[src/rtl/incr16_cla.sv]
// rtl/incr16_cla.sv - unsigned +1 incrementer with Sklansky prefix-AND carries and optional output register
module incr16_cla #(
    parameter int WIDTH   = 16,
    parameter int LATENCY = 0
) (
    input  logic             clk,
    input  logic             rst,
    input  logic [WIDTH-1:0] in,
    output logic [WIDTH-1:0] out,
    output logic             cy
);

    localparam int LEVELS = (WIDTH < 2) ? 1 : $clog2(WIDTH);

    // Reject illegal builds while elaborating rather than producing a silently wrong adder.
    generate
        if (WIDTH < 2) begin : g_bad_width
            $error("incr16_cla: WIDTH must be at least 2");
        end
        if (LATENCY != 0 && LATENCY != 1) begin : g_bad_latency
            $error("incr16_cla: LATENCY must be 0 or 1");
        end
    endgenerate

    // pfx[l][i] holds AND of in[i:j] for the span resolved after l Sklansky levels;
    // pfx[LEVELS][i] is the full prefix AND of in[i:0].
    logic [LEVELS:0][WIDTH-1:0] pfx;
    logic [WIDTH:0]             carry;
    logic [WIDTH-1:0]           sum;
    logic                       carry_out;

    // Sklansky tree: at level l, every bit whose index has bit l set absorbs the
    // prefix of the top bit of the preceding 2^l block, so depth is ceil(log2(WIDTH)).
    always_comb begin
        pfx    = '0;
        pfx[0] = in;
        for (int l = 0; l < LEVELS; l++) begin
            for (int i = 0; i < WIDTH; i++) begin
                if (((i >> l) & 1) == 1) begin
                    pfx[l+1][i] = pfx[l][i] & pfx[l][((i >> l) << l) - 1];
                end else begin
                    pfx[l+1][i] = pfx[l][i];
                end
            end
        end
    end

    // Carry into bit i is the AND of all lower bits; the +1 supplies carry into bit 0.
    always_comb begin
        carry            = '0;
        carry[0]         = 1'b1;
        carry[WIDTH:1]   = pfx[LEVELS];
        sum              = in ^ carry[WIDTH-1:0];
        carry_out        = carry[WIDTH];
    end

    generate
        if (LATENCY == 1) begin : g_reg
            logic [WIDTH-1:0] out_d;
            logic [WIDTH-1:0] out_q;
            logic             cy_d;
            logic             cy_q;

            // Reset wins over capture so an in-flight result is dropped.
            always_comb begin
                out_d = sum;
                cy_d  = carry_out;
                if (rst) begin
                    out_d = '0;
                    cy_d  = 1'b0;
                end
            end

            // Output register stage.
            always_ff @(posedge clk) begin
                out_q <= out_d;
                cy_q  <= cy_d;
            end

            assign out = out_q;
            assign cy  = cy_q;
        end else begin : g_comb
            // Combinational build has no state; clk and rst are intentionally unused.
            logic unused_clk_rst;
            assign unused_clk_rst = clk ^ rst;
            assign out            = sum;
            assign cy             = carry_out;
        end
    endgenerate

endmodule

[config.mk]
export PLATFORM = sky130hd
export DESIGN_NAME = incr16_cla
export DESIGN_NICKNAME = d
export VERILOG_FILES = /design/src/rtl/incr16_cla.sv
export SDC_FILE = /design/constraint.sdc
export NUM_CORES = 1
export LEC_CHECK = 0
export BUFFER_PORTS_ARGS = -buffer_cell sky130_fd_sc_hd__clkbuf_2
export CORE_AREA = 2 2 39 41
export DETAILED_ROUTE_END_ITERATION = 16
export DIE_AREA = 0 0 41 43
export PLACE_DENSITY = 0.57
export SLEW_MARGIN = 20
export SYNTH_ARGS = -nofsm -noshare
export SYNTH_HDL_FRONTEND = slang
export SYNTH_SLANG_ARGS = --single-unit
[constraint.sdc]
create_clock -name vclk -period 1.7
set_clock_uncertainty 0.2 [all_clocks]
set_input_delay 0.34 -clock vclk [all_inputs]
set_output_delay 0.34 -clock vclk [all_outputs]
set_load 0.1 [all_outputs]
==> flow_summary.ini, run 1 <==
[logic_synthesis]
syn_inst = 42
synth_area_per_cell_um2 = 7.567
synth_top_area_share_pct = 24.80
yosys-top-cells-count = 9 x xor2_1, 5 x nand3_1, 5 x xnor2_1
synth.distinct_cells = 13
synth_top_area_cell = xor2_1
synthesis.area_um2 = 317.8
yosysWarningCount = 0
syn-num-nets = 62
seq_area_frac_synth_pct = 0
synth_most_common_cell = xor2_1
synth_area_leaders = xor2_1 25%, xnor2_1 14%, ha_1 7.9%

[floorplanning]
die_height_um = 43
core.rowCount = 14
die_w_um = 41
initial_core_util_pct = 22.97
io_pins = 35

[place]
dp_cells = 113
hpwl_um = 1808
port-buffer-count = 33
gp_congestion = 0.6537
post_dp_cell_area_mm2 = 0.001318

[run_status]
outcome = aborted with a tool error
stop_stage = 4_1_cts
firstError = [ERROR DPL-0038] Utilization greater than 100%, impossible to legalize

[clocking]
hold_buffers = 0
cts_setup_buffers = 3
cts_resized = 17
cell families after synthesis:
logic type,count (synthesis),share of synthesized area [%]
simple gates,23,50.00
buf+inv,3,3.543
fa+ha+maj,2,7.873
xor+xnor,14,38.58
metrics by stage:
step	util (%)	setup WS (ns)
after floorplan	-	-0.5486
after detailed placement	95.21	-0.3949
after global placement	95.21	-0.3447
==> inputs of run 2 (changes only) <==
- CORE_AREA: 2 2 39 41 -> 2 2 63 65
- DIE_AREA: 0 0 41 43 -> 0 0 65 67
- PLACE_DENSITY: 0.57 -> not set
- PLACE_DENSITY_LB_ADDON: not set -> 0.15
==> run 2 against run 1 <==
Effect of this change: the flow now finishes, with violations (setup timing); synthesized cell count stayed put; area after synthesis stayed put.
==> flow_summary.ini, run 2 <==
[run_status]
outcome = finished with violations
failed_checks = setup timing

[hold_path]
worstHoldStart = in[0]
hold_path.class = in -> out

[grt]
grt_pass1_vias = 594
met2_usage_pct = 14.56
grt_busiest_layer = met2
grt_pass1_wl_um = 2573
grt_max_degree = 6
grt_overflow_total = 0
grtUsageTotal_pct = 7.327
grtUsageMet1_pct = 8.656
antenna_found_initial = 0
use_met3_pct = 1.182

[logic_synthesis]
synth_adder_area_share_pct = 7.874
synth_top_family_by_area = simple AND/OR/NAND/NOR gates
syn_inst = 42
yosysWarningCount = 0
synth_xor_xnor_area_share_pct = 38.58
synth_top_area_cell = xor2_1
synth_area_per_cell_um2 = 7.567
synth_top_area_share_pct = 24.80
synthesis.area_um2 = 317.8
synth_mux_area_share_pct = 0
synth.distinct_cells = 13
seq_area_frac_synth_pct = 0
syn-num-nets = 62
synthSimpleGateAreaFrac_pct = 50.00
synth_most_common_cell = xor2_1
yosys-top-cells-count = 9 x xor2_1, 5 x nand3_1, 5 x xnor2_1
synth_compound_area_share_pct = 0
synth_area_leaders = xor2_1 25%, xnor2_1 14%, ha_1 7.9%

[cells_and_area]
num-fill-cells = 325
final_area_mm2 = 0.001613
final_common_cell = buf_4
final_util_pct = 44.73
layout_common_cells = 24 x buf_4, 19 x buf_12, 12 x buf_6, 9 x xor2_4, 6 x clkbuf_2
drive_gt1_share_pct = 89.91
seq_cells = 0
layout.nets = 131
antennaDiodeCount = 0
clkbuf_count = 0
ff_latch_area_um2 = 0
syn_to_final_growth_pct = 407.5

[place]
gp_congestion = 0.7012
post_dp_cell_area_mm2 = 0.001393
port-buffer-count = 33
dp_slack_ns = -0.3934
hpwl_um = 1306

[drt]
first_iter_violations = 5
firstDrtPassIters = 2
vias_per_cell = 3.465
drt-total-wl_um = 1500
vias = 544
drtAntennaViolNets = 0
wl_per_cell_um = 9.554
drc = 0

[critical_path]
crit_type = in -> out
max_stage_delay_ns = 0.30
crit_arrival_ns = 1.52
critPathCaptureType = output pin
critPathLaunchType = primary input
critPathSlowestCell = nor4_4
critical-path-top-delay-family = buffers and inverters
cp_cell_sequence = clkbuf_16 > ha_4 > nand3_4 > nor4_4 > buf_4 > xor2_4 > buf_12
crit_buf_inv = 3
critPathMaxFanout = 3
required_ns = 1.16
crit_start = in[0]

[floorplanning]
fp.dieArea_mm2 = 0.004355
initial_core_util_pct = 8.813
core.rowCount = 22
die_w_um = 65
die_height_um = 67
core_area_mm2 = 0.003606
io_pins = 35

[timing]
layout_setup_ws_ns = -0.3630
slew_violations = 0
max_freq_mhz = 484.7
worstMarginPinSlew_ns = 0.2481
holdWs_ns = 0.8225
hold_viol = 0
fin_crit_sh_pct = 121.4
fin_crit_ns = 2.063
rsz0062_at_grt = yes
slew_headroom_pct = 83.40
setup_violations = 14

[power]
finalPower_mw = 0.5144
vdd_ir_drop_max_mv = 0.2052
total_leakage_power_nw = 0.7000
power.density_mw_per_mm2 = 319.0

[flow_run]
max_cap_viol_count = 0

[clocking]
hold_buffers = 0
==> run 2: through the flow <==
stage / instances / setup TNS, ns
3_3_place_gp: 148 / -3.848
2_1_floorplan: 42 / -4.448
5_1_grt: 157 / -4.583
4_1_cts: 155 / -3.943
3_5_place_dp: 148 / -3.995
6_report: 157 / -3.820
==> run 2: logic make-up (layout without fill, tap and decap cells) <==
kind of cell,after synthesis,in the layout
simple gates,23,23
xor+xnor,14,14
buf+inv,3,70
fa+ha+maj,2,2
==> run 2: layout make-up <==
cell class | count | area (um2) | share of cell area (%)
Inverter | 3 | 11.26 | 0.6982
Multi-Input combinational cell | 39 | 705.7 | 43.75
Tap cell | 48 | 60.06 | 3.724
Timing Repair Buffer | 67 | 835.8 | 51.82
==> run 2: power by group <==
group	total, mW	leakage, nW	switching, mW	internal, mW
Sequential	0	0	0	0
Combinational	0.514	0.700	0.294	0.221
Clock	0	0	0	0
==> run 2: repair_timing <==
item                       4_1_cts  5_1_grt
resized for setup               18       10
setup endpoints to repair       14       15
pin swaps                       20       14
buffers inserted                 7        3
==> run 2: routing by layer <==
metal / part of all wire, % / vias up
li1: - / 276
met1: 38 / 250
met2: 54 / 18
met3: 7.1 / 0
met4: 0 / 0
met5: 0 / -
==> run 2: worst paths after layout <==
kind | end | slack, ns | depth (start not counted)
min | out[0] | 0.82 | 3
max | out[15] | -0.36 | 7
(Power assumes the default switching activity.)
==> inputs of run 3 (changes only) <==
- SKIP_LAST_GASP: not set -> 1
==> run 3 against run 2 <==
Effect of this change: the flow still finishes with violations (setup timing); worst setup slack worse by 0.0027 ns; clock-buffer cell count stayed put; cell area stayed put; critical path depth stayed put; cell count stayed put; maximum frequency is 0.13% lower; combinational power hardly changed; routed wire length is 0.27% higher; utilization stayed put; power hardly changed; via count is 0.18% higher; global-route usage hardly changed; critical endpoint unchanged; largest cell class unchanged.
==> flow_summary.ini, run 3 (synthesis gave the netlist of run 2 again) <==
[run_status]
outcome = finished with violations
failed_checks = setup timing

[floorplanning]
fp.dieArea_mm2 = 0.004355
core.rowCount = 22
initial_core_util_pct = 8.813
core_area_mm2 = 0.003606
die_w_um = 65
io_pins = 35
die_height_um = 67

[cells_and_area]
final_util_pct = 44.73
finalNonFillerCells = 157
final_area_mm2 = 0.001613
clkbuf_count = 0
layout_common_cells = 24 x buf_4, 19 x buf_12, 12 x buf_6, 9 x xor2_4, 6 x clkbuf_2
ff_latch_area_um2 = 0
antennaDiodeCount = 0
drive_gt1_share_pct = 89.91
num-fill-cells = 325
syn_to_final_growth_pct = 407.5
seq_cells = 0
layout.nets = 131
final_common_cell = buf_4

[grt]
grt_overflow_total = 0
antenna_found_initial = 0
grtUsageTotal_pct = 7.362
grt_pass1_vias = 597
grt_max_degree = 6
grt_pass1_wl_um = 2587

[timing]
setup_violations = 14
fin_crit_ns = 2.066
holdWs_ns = 0.8225
max_freq_mhz = 484.1
worstMarginPinSlew_ns = 0.2485
hold_viol = 0
setup-tns-final_ns = -3.811
slew_headroom_pct = 83.38
rsz0062_at_grt = yes
layout_setup_ws_ns = -0.3657
fin_crit_sh_pct = 121.5
slew_violations = 0

[drt]
vias = 545
vias_per_cell = 3.471
wl_per_cell_um = 9.580
drtAntennaViolNets = 0
drt-met1-wl_um = 581
routed-wl-met2_um = 816
first_iter_violations = 4
firstDrtPassIters = 3
drt-total-wl_um = 1504
drc = 0
wl_met3_um = 107
maxUsedRoutingLayer = met3

[critical_path]
crit_type = in -> out
critical-path-top-delay-family = buffers and inverters
cp_cell_sequence = clkbuf_16 > ha_4 > nand3_4 > nor4_4 > buf_4 > xor2_4 > buf_12
crit_buf_inv = 3
critPathCaptureType = output pin
critPathMaxFanout = 3
crit_arrival_ns = 1.53
critPathSlowestCell = nor4_4
max_stage_delay_ns = 0.30
critPathLaunchType = primary input
required_ns = 1.16

[place]
gp_congestion = 0.7012
dp_cells = 148
dp_slack_ns = -0.3934
post_dp_cell_area_mm2 = 0.001393
port-buffer-count = 33
hpwl_um = 1306

[power]
total_leakage_power_nw = 0.7000
vdd_ir_drop_max_mv = 0.2052
finalPower_mw = 0.5145
power.density_mw_per_mm2 = 319.0

[clocking]
hold_buffers = 0

[hold_path]
hold_path.class = in -> out

[flow_run]
max_cap_viol_count = 0
[run 3: final timing paths]
| check | slack [ns] | cells past startpoint | endpoint | startpoint |
|---|---|---|---|---|
| worst max-delay path | -0.37 | 7 | out[15] | in[0] |
| worst min-delay path | 0.82 | 3 | out[0] | in[0] |
[run 3: tightest hold or removal path, cell delays in order]
cell and delay, ns:
clkbuf_16 0.11, inv_1 0.06, buf_12 0.16
[run 3: final cells by class]
| class | instances | area [um2] | area share, % |
|---|---|---|---|
| Timing Repair Buffer | 67 | 835.8 | 51.82 |
| Multi-Input combinational cell | 39 | 705.7 | 43.75 |
| Tap cell | 48 | 60.06 | 3.724 |
| Inverter | 3 | 11.26 | 0.6982 |
[run 3: what timing repair did]
item / 4_1_cts / 5_1_grt
pin swaps: 18 / 12
hold endpoints to repair: 0 / 0
resized for setup: 16 / 12
gates cloned: 0 / 0
buffers inserted: 7 / 3
setup endpoints to repair: 14 / 15
[run 3: where the power goes]
group          switching (mW)  internal, mW  total (mW)
sequential                  0             0           0
clock                       0             0           0
combinational           0.294         0.221       0.514
total                   0.294         0.221       0.514
[run 3: layer usage]
metal,vias to the layer above,global-route usage (%)
met2,18,14.56
met1,250,8.758
li1,277,-
met3,0,1.182
met5,-,0
met4,0,0
==> inputs of run 4 (changes only) <==
- ABC_AREA: not set -> 1
==> run 4 against run 3 <==
Effect of this change: the run still ends with setup timing left; utilization down 5.6 points; die area unchanged; non-clock buffer count shrank 11; combinational power is 7.8% lower; maximum frequency grew 10%; clock-buffer cell count stayed put; cell count rose by 12%; sequential share of layout area stayed put.
==> flow_summary.ini, run 4 <==
[cells_and_area]
ff_latch_area_um2 = 0
layout_common_cells = 19 x buf_4, 18 x buf_12, 13 x clkbuf_2, 12 x nand2_4
syn_to_final_growth_pct = 283.7
seq_cells = 0
antennaDiodeCount = 0
clkbuf_count = 0
drive_gt1_share_pct = 78.91
final_area_mm2 = 0.001411
layout.nets = 150
finalNonFillerCells = 176
final_common_cell = buf_4

[floorplanning]
die_w_um = 65
fp.dieArea_mm2 = 0.004355
core.rowCount = 22
io_pins = 35
die_height_um = 67
initial_core_util_pct = 10.20
core_area_mm2 = 0.003606

[critical_path]
max_stage_delay_ns = 0.24
critPathMaxFanout = 8
critPathLaunchType = primary input
crit_type = in -> out
critPathSlowestCell = nor2_4
critPathCaptureType = output pin
cp_cell_sequence = buf_8 > ha_4 > nand3_4 > nor2_4 > nand3b_1 > nand2_4 > buf_12
crit_arrival_ns = 1.33
required_ns = 1.16

[power]
power.density_mw_per_mm2 = 335.9
finalPower_mw = 0.4741
total_leakage_power_nw = 0.6494
vdd_ir_drop_max_mv = 0.2055

[timing]
fin_crit_ns = 1.871
max_freq_mhz = 534.5
slew_violations = 0
slew_headroom_pct = 84.40
worstMarginPinSlew_ns = 0.2335
hold_viol = 0
setup_violations = 14
layout_setup_ws_ns = -0.1708
setup-tns-final_ns = -1.815
fin_crit_sh_pct = 110.0
rsz0062_at_grt = yes

[logic_synthesis]
synth_area_leaders = nand2_1 29%, inv_1 10%, nand3_1 9.5%
syn-num-nets = 92
synth_area_per_cell_um2 = 5.109
synth_compound_area_share_pct = 1.361
seq_area_frac_synth_pct = 0
synth_top_area_cell = nand2_1
synth_top_area_share_pct = 28.57
synth_mux_area_share_pct = 0
synth_xor_xnor_area_share_pct = 14.29
synth_top_family_by_area = simple AND/OR/NAND/NOR gates
yosys-top-cells-count = 28 x nand2_1, 10 x inv_1, 8 x nor2_1
synth.distinct_cells = 14
yosysWarningCount = 0
synth_most_common_cell = nand2_1
synthSimpleGateAreaFrac_pct = 65.31
synthesis.area_um2 = 367.9
synth_adder_area_share_pct = 6.803
syn_inst = 72

[grt]
grt_pass1_wl_um = 2656
grt_max_degree = 9
grt_pass1_vias = 658
grt_overflow_total = 0
grtUsageTotal_pct = 7.265
antenna_found_initial = 0

[place]
dp_cells = 172
hpwl_um = 1298
gp_congestion = 0.6826
post_dp_cell_area_mm2 = 0.001245
port-buffer-count = 33

[drt]
firstDrtPassIters = 3
vias = 639
drt-total-wl_um = 1452
first_iter_violations = 6
drtAntennaViolNets = 0
drc = 0
wl_per_cell_um = 8.250
vias_per_cell = 3.631

[run_status]
failed_checks = setup timing
outcome = finished with violations

[clocking]
hold_buffers = 0

[hold_path]
hold_path.class = in -> out

[flow_run]
max_cap_viol_count = 0
## run 4: cell count changes after synthesis, moves of 4 or more
cell     change
nand2_1     +24
inv_1        +7
xor2_1       -6
nor2_1       +5
nor3_1       -4
## run 4: path summary, 6_finish.rpt
path | startpoint | end | slack (ns) | depth (start not counted)
setup / recovery | in[1] | out[9] | -0.17 | 7
hold / removal | in[0] | out[0] | 0.79 | 3
## run 4: worst max-delay path: cells and delay by family
family | cells | cell delay (ns)
fa+ha+maj | 1 | 0.14
simple gates | 4 | 0.60
buf+inv | 2 | 0.25
## run 4: through the flow
| stage | setup slack, ns | utilization (%) | hold slack [ns] |
|---|---|---|---|
| final | -0.1708 | 39.14 | 0.7917 |
| after global routing | -0.2528 | 39.14 | 0.8009 |
| after CTS | -0.2168 | 36.12 | 0.8253 |
| after detailed placement | -0.2745 | 34.52 | 0.8757 |
| after global placement | -0.2547 | 34.52 | 0.8676 |
| after floorplan | -0.2353 | - | 0.6763 |
## run 4: timing repair
item	4_1_cts	5_1_grt
pin swaps	13	15
setup endpoints to repair	15	15
setup buffers	1	5
gates resized for setup	12	21
## run 4: cell type report
cell class         count  area (um2)
fillers              378        2195
inverters             12       45.04
multi-input cells     60       669.4
well taps             48       60.06
repair buffers        56       636.9
## run 4: logic make-up after synthesis
group           count (synthesis)
xor+xnor                        6
fa+ha+maj                       2
simple gates                   51
compound gates                  1
buf+inv                        12
## run 4: power breakdown
group	internal [mW]	switching [mW]
clock	0	0
combinational	0.188	0.286
sequential	0	0
total	0.188	0.286
## run 4: metal layers
layer | share of wire, % | global-route usage (%) | up-vias
li1 | - | - | 331
met1 | 36 | 8.770 | 292
met2 | 57 | 14.05 | 16
met3 | 6.8 | 1.351 | 0
met4 | 0 | 0 | 0
met5 | 0 | 0 | -
